## config.mk

```make
export PLATFORM = sky130hd
export DESIGN_NAME = cnt_cmd_ctrl
export DESIGN_NICKNAME = d
export VERILOG_FILES = /design/src/rtl/cnt_cmd_pkg.sv /design/src/rtl/cnt_cmd_ctrl.sv
export SDC_FILE = /design/constraint.sdc
export NUM_CORES = 1
export LEC_CHECK = 0
export BUFFER_PORTS_ARGS = -buffer_cell sky130_fd_sc_hd__buf_2
export CAP_MARGIN = 20
export CORE_ASPECT_RATIO = 0.6
export CORE_MARGIN = 2
export CORE_UTILIZATION = 30
export DETAILED_ROUTE_END_ITERATION = 10
export PLACE_DENSITY = 0.64
export SLEW_MARGIN = 20
export SYNTH_ARGS = -nofsm -noshare
export SYNTH_HDL_FRONTEND = slang
export SYNTH_SLANG_ARGS = --single-unit
```

## constraint.sdc

```tcl
create_clock -name clk -period 2.15 [get_ports clk]
set_input_delay 0 -clock clk [delete_from_list [all_inputs] [get_ports clk]]
set_output_delay 0 -clock clk [all_outputs]
set_load 0.01 [all_outputs]
```

## src/rtl/cnt_cmd_pkg.sv

```systemverilog
// Shared types for the counter command sequencer.
//   op_e    : command opcodes carried on cmd_op
//   state_e : sequencer FSM states
package cnt_cmd_pkg;

   typedef enum logic [1:0] {
      OP_LOAD = 2'b00,
      OP_UP   = 2'b01,
      OP_DOWN = 2'b10,
      OP_READ = 2'b11
   } op_e;

   typedef enum logic [1:0] {
      S_IDLE = 2'b00,
      S_LOAD = 2'b01,
      S_RUN  = 2'b10,
      S_RESP = 2'b11
   } state_e;

endpackage

```

## src/rtl/cnt_cmd_ctrl.sv

```systemverilog
// Command sequencer for an up/down counter.
// Accepts LOAD/UP/DOWN/READ commands on a valid/ready handshake, drives the
// counter's load_en/load/down inputs cycle by cycle, and returns the final
// count plus a wrap flag on a response handshake.
//
// Ports:
//   clk, rstn                        clock, async active-low reset
//   cmd_valid/cmd_ready              command handshake
//   cmd_op, cmd_value, cmd_steps     command fields
//   count_i, rollover_i              counter readback
//   load_en, load, down              counter control
//   busy                             high outside IDLE
//   rsp_valid/rsp_ready              response handshake
//   rsp_count, rsp_wrap              response payload (0 when rsp_valid=0)
//
// state  | meaning
// -------+---------------------------------------------------------
// S_IDLE | waiting for a command, counter frozen by reloading itself
// S_LOAD | one cycle loading value_q into the counter
// S_RUN  | counter free-running up/down for `remaining` edges
// S_RESP | response offered, counter frozen until rsp_ready
module cnt_cmd_ctrl
   import cnt_cmd_pkg::*;
#(
   parameter int WIDTH  = 4,
   parameter int STEP_W = 8
) (
   input  logic              clk,
   input  logic              rstn,
   input  logic              cmd_valid,
   output logic              cmd_ready,
   input  logic [1:0]        cmd_op,
   input  logic [WIDTH-1:0]  cmd_value,
   input  logic [STEP_W-1:0] cmd_steps,
   input  logic [WIDTH-1:0]  count_i,
   input  logic              rollover_i,
   output logic              load_en,
   output logic [WIDTH-1:0]  load,
   output logic              down,
   output logic              busy,
   output logic              rsp_valid,
   input  logic              rsp_ready,
   output logic [WIDTH-1:0]  rsp_count,
   output logic              rsp_wrap
);

   state_e              state;
   op_e                 op_q;
   logic [WIDTH-1:0]    value_q;
   logic [STEP_W-1:0]   remaining;
   logic                wrap_q;

   always_ff @(posedge clk or negedge rstn) begin
      if (!rstn) begin
         state     <= S_IDLE;
         op_q      <= OP_LOAD;
         value_q   <= '0;
         remaining <= '0;
         wrap_q    <= 1'b0;
      end else begin
         case (state)
            S_IDLE: begin
               if (cmd_valid) begin
                  op_q      <= op_e'(cmd_op);
                  value_q   <= cmd_value;
                  remaining <= cmd_steps;
                  wrap_q    <= 1'b0;
                  case (op_e'(cmd_op))
                     OP_LOAD:         state <= S_LOAD;
                     OP_UP, OP_DOWN:  state <= (cmd_steps != '0) ? S_RUN : S_RESP;
                     default:         state <= S_RESP;
                  endcase
               end
            end
            S_LOAD: state <= S_RESP;
            S_RUN: begin
               remaining <= remaining - STEP_W'(1);
               // The edge closing this cycle wraps when counting up from
               // all-ones or down from zero.
               if ((op_q == OP_UP && rollover_i) ||
                   (op_q == OP_DOWN && count_i == '0))
                  wrap_q <= 1'b1;
               if (remaining == STEP_W'(1))
                  state <= S_RESP;
            end
            S_RESP: begin
               if (rsp_ready)
                  state <= S_IDLE;
            end
            default: state <= S_IDLE;
         endcase
      end
   end

   // Default freezes the counter by reloading its own value; this also
   // holds while rstn is low, where the handshakes are forced inactive.
   always_comb begin
      cmd_ready = 1'b0;
      load_en   = 1'b1;
      load      = count_i;
      down      = 1'b0;
      busy      = 1'b0;
      rsp_valid = 1'b0;
      rsp_count = '0;
      rsp_wrap  = 1'b0;
      if (rstn) begin
         case (state)
            S_IDLE: cmd_ready = 1'b1;
            S_LOAD: begin
               busy = 1'b1;
               load = value_q;
            end
            S_RUN: begin
               busy    = 1'b1;
               load_en = 1'b0;
               down    = (op_q == OP_DOWN);
            end
            S_RESP: begin
               busy      = 1'b1;
               rsp_valid = 1'b1;
               rsp_count = count_i;
               rsp_wrap  = wrap_q;
            end
            default: ;
         endcase
      end
   end

endmodule

```

==> out/metrics.cfg <==
[status]
status = completed

[yosys]
synth-adder-area-share = 0.105
syn_avg_cell_area_sq_um = 9.19
synth-simple-area-share = 0.192
synth_top_family_by_area = simple AND/OR/NAND/NOR gates
synthCells = 129
ys_seq_area_frac = 0.359
syn_nets = 162
synth-seq-cells = 17
synth_cell_types = 30
netlist_area_sq_mm = 0.00119
synth_compound_area_frac = 0.169
synth-xor-area-share = 0
synthMuxAreaShare = 0.131
synth_warnings = 0

[sta]
setup_viol = 0
worst_slew_pin_slew_ps = 404
period_needed_ps = 1850
slew_headroom = 0.730
finClkSkew_ps = 0.571
hold_viol = 0
holdWs_ps = 53.5
tns_ps = 0
finalCritPeriodShare = 0.861
final_max_slew_viol_count = 0
rsz0062_at_grt = false
max_freq_mhz = 540

[layout]
multiInputGateArea_sq_um = 708
nets = 208
fin_util = 0.413
antenna_cells = 0
ff_latch_area_sq_um = 425
fillerInstances = 370
drive_gt1_frac = 0.333
syn_to_final_growth_pct = 29.7

[setup_path]
cp_num_buf_inv = 2
worstSetupStartpointType = flip-flop
critPathMaxStageDelay_ps = 400
worstPathRequired_ps = 2320
cp_slowest_cell = dfrtp_1
r2r_cells = 7
crit_fanout = 9
cp.depth = 7
path_delay_family = flip-flops
worst_ep_arrival_time_ps = 2020
crit_chain = inv_1 > ha_1 > nand2b_1 > buf_4 > nand2_1 > o21ai_0 > o22ai_1
cp-end-kind = flip-flop
path_class = reg -> reg

[min_path]
min_path_cells = 2
hold_path.class = in -> reg

[clock_tree]
cts_resized = 0
insertion_delay_ps = 250
holdBufCountCts = 5
cts_tree = built
clkSinkCount = 17
numCtsBuffers = 3
cts.path.max_buffers = 2
cts_setup_buffers = 0
cts_root_buffer = clkbuf_8
htreeDepth = 1
cts.reportedPaths.clkPinSlew_ps = 70

[routing]
routedWlPerCell_um = 13.9
vias_per_cell = 4.96
vias = 1096
routed_wirelength_um = 3060
first_pass_iters = 4
ant_nets = 0
drc_errors = 0
drt-initial-drc-count = 62

[place]
dpl.hpwl_um = 2430
port_buffers = 36
gp_congestion = 0.806

[die]
num_rows = 17
die_w_um = 85.2
num_io_pins = 37
initial_core_util = 0.319
coreArea_sq_mm = 0.00372
die_h_um = 52.7
dieArea_sq_mm = 0.00449

[grt]
grt_pass1_vias = 956
grt_pass1_wl_um = 4970
grt_max_degree = 20
grtUsageTotal = 0.146
overflow = 0
grt_antenna_before_repair = 0

[job]
drv_cap = 0

[power]
power.density_mw_per_mm2 = 1210
p_leak_nw = 0.765
ir_drop_mv = 0.444

==> synth_stat cells <==
cell type / instances / area [sq um]
o21a_1: 1 / 7.51
dfrtp_1: 17 / 425
ha_1: 10 / 125
mux2i_1: 5 / 50.1
or2_2: 1 / 6.26
nand2b_1: 3 / 18.8
nand2_1: 12 / 45.0
a21oi_1: 9 / 45.0
mux2_4: 1 / 15.0
nor2_1: 7 / 26.3
inv_1: 9 / 33.8
a31oi_1: 1 / 6.26
or4_4: 1 / 11.3
and2_1: 2 / 12.5
o22a_1: 2 / 17.5
nor3_1: 2 / 10.0
nor4_1: 2 / 12.5
a32oi_1: 1 / 8.76
o21ai_0: 7 / 35.0
o41ai_2: 1 / 16.3
nand3_2: 1 / 10.0
o22ai_1: 7 / 43.8
nor4b_1: 2 / 17.5
mux2_2: 8 / 90.1
nor2b_1: 1 / 6.26
nand3_1: 4 / 20.0
and3_1: 5 / 31.3
o221a_2: 1 / 11.3
clkbuf_1: 5 / 18.8
a41oi_1: 1 / 8.76
==> path summary, 6_finish.rpt <==
path,start,endpoint,slack [ps]
worst max-delay path,state[0],remaining[0],300
worst min-delay path,cmd_steps[1],remaining[1],50
worst max register to register,state[0],remaining[0],300
worst min register to register,value_q[0],value_q[0],500
max in group asynchronous,rstn,remaining[4],1580
min in group asynchronous,rstn,value_q[3],130
==> final cells by class <==
cell class | instances | area share
Clock buffer | 4 | 0.0293
Inverter | 9 | 0.0220
Multi-Input combinational cell | 98 | 0.460
Sequential cell | 17 | 0.276
Tap cell | 47 | 0.0382
Timing Repair Buffer | 46 | 0.174
==> power breakdown <==
part	leakage [nW]	switching [mW]	internal [mW]
Clock	0.0228	0.108	0.131
Sequential	0.193	0.161	0.474
Combinational	0.550	0.520	0.472
Total	0.765	0.789	1.08
==> logic make-up (layout without fill, tap and decap cells) <==
kind of cell | after synthesis | after routing
simple gates | 43 | 43
compound gates | 31 | 31
flops | 17 | 17
mux | 14 | 14
buf+inv | 14 | 59
fa+ha+maj | 10 | 10
==> state kept, by name, indices dropped and copies added (netlist names) <==
| name | cells |
|---|---|
| op_q | 2 |
| value_q | 4 |
| wrap_q | 1 |
| remaining | 8 |
| state | 2 |
==> stage by stage <==
| stage | total power, mW | area, sq um | cells | worst slack, ps |
|---|---|---|---|---|
| final | 1.87 | 1540 | 221 | 298 |
| after floorplan | 1.31 | 1190 | 129 | 427 |
| after CTS | 1.87 | 1540 | 221 | 329 |
| after global placement | 1.60 | 1440 | 212 | 385 |
| after global routing | 2.03 | 1540 | 221 | 100 |
| after detailed placement | 1.61 | 1440 | 212 | 352 |
==> metal layers <==
layer | wire length, um | vias up | part of all wire | global-route usage
met2 | 1240 | 31 | 0.40 | 0.188
met1 | 1650 | 508 | 0.54 | 0.232
met3 | 166 | 2 | 0.054 | 0.0362
met4 | 14 | 0 | 0.0046 | 0.0370
met5 | 0 | - | 0 | 0
li1 | - | 555 | - | -
==> cells in the final DEF, fill, tap and decap left out, types with 2 or more instances in the layout <==
cell type,synthesis,routed
nand2_1,12,12
nor4b_1,2,2
a21oi_1,9,9
dlygate4sd3_1,0,5
nor3_1,2,2
buf_2,0,36
inv_1,9,9
nand3_1,4,4
mux2_2,8,8
nand2b_1,3,3
nor2_1,7,7
o22a_1,2,2
buf_4,0,5
nor4_1,2,2
o21ai_0,7,7
dfrtp_1,17,17
o22ai_1,7,7
mux2i_1,5,5
ha_1,10,10
clkbuf_8,0,3
and3_1,5,5
and2_1,2,2
No activity file was read; power rests on OpenSTA's default activity.
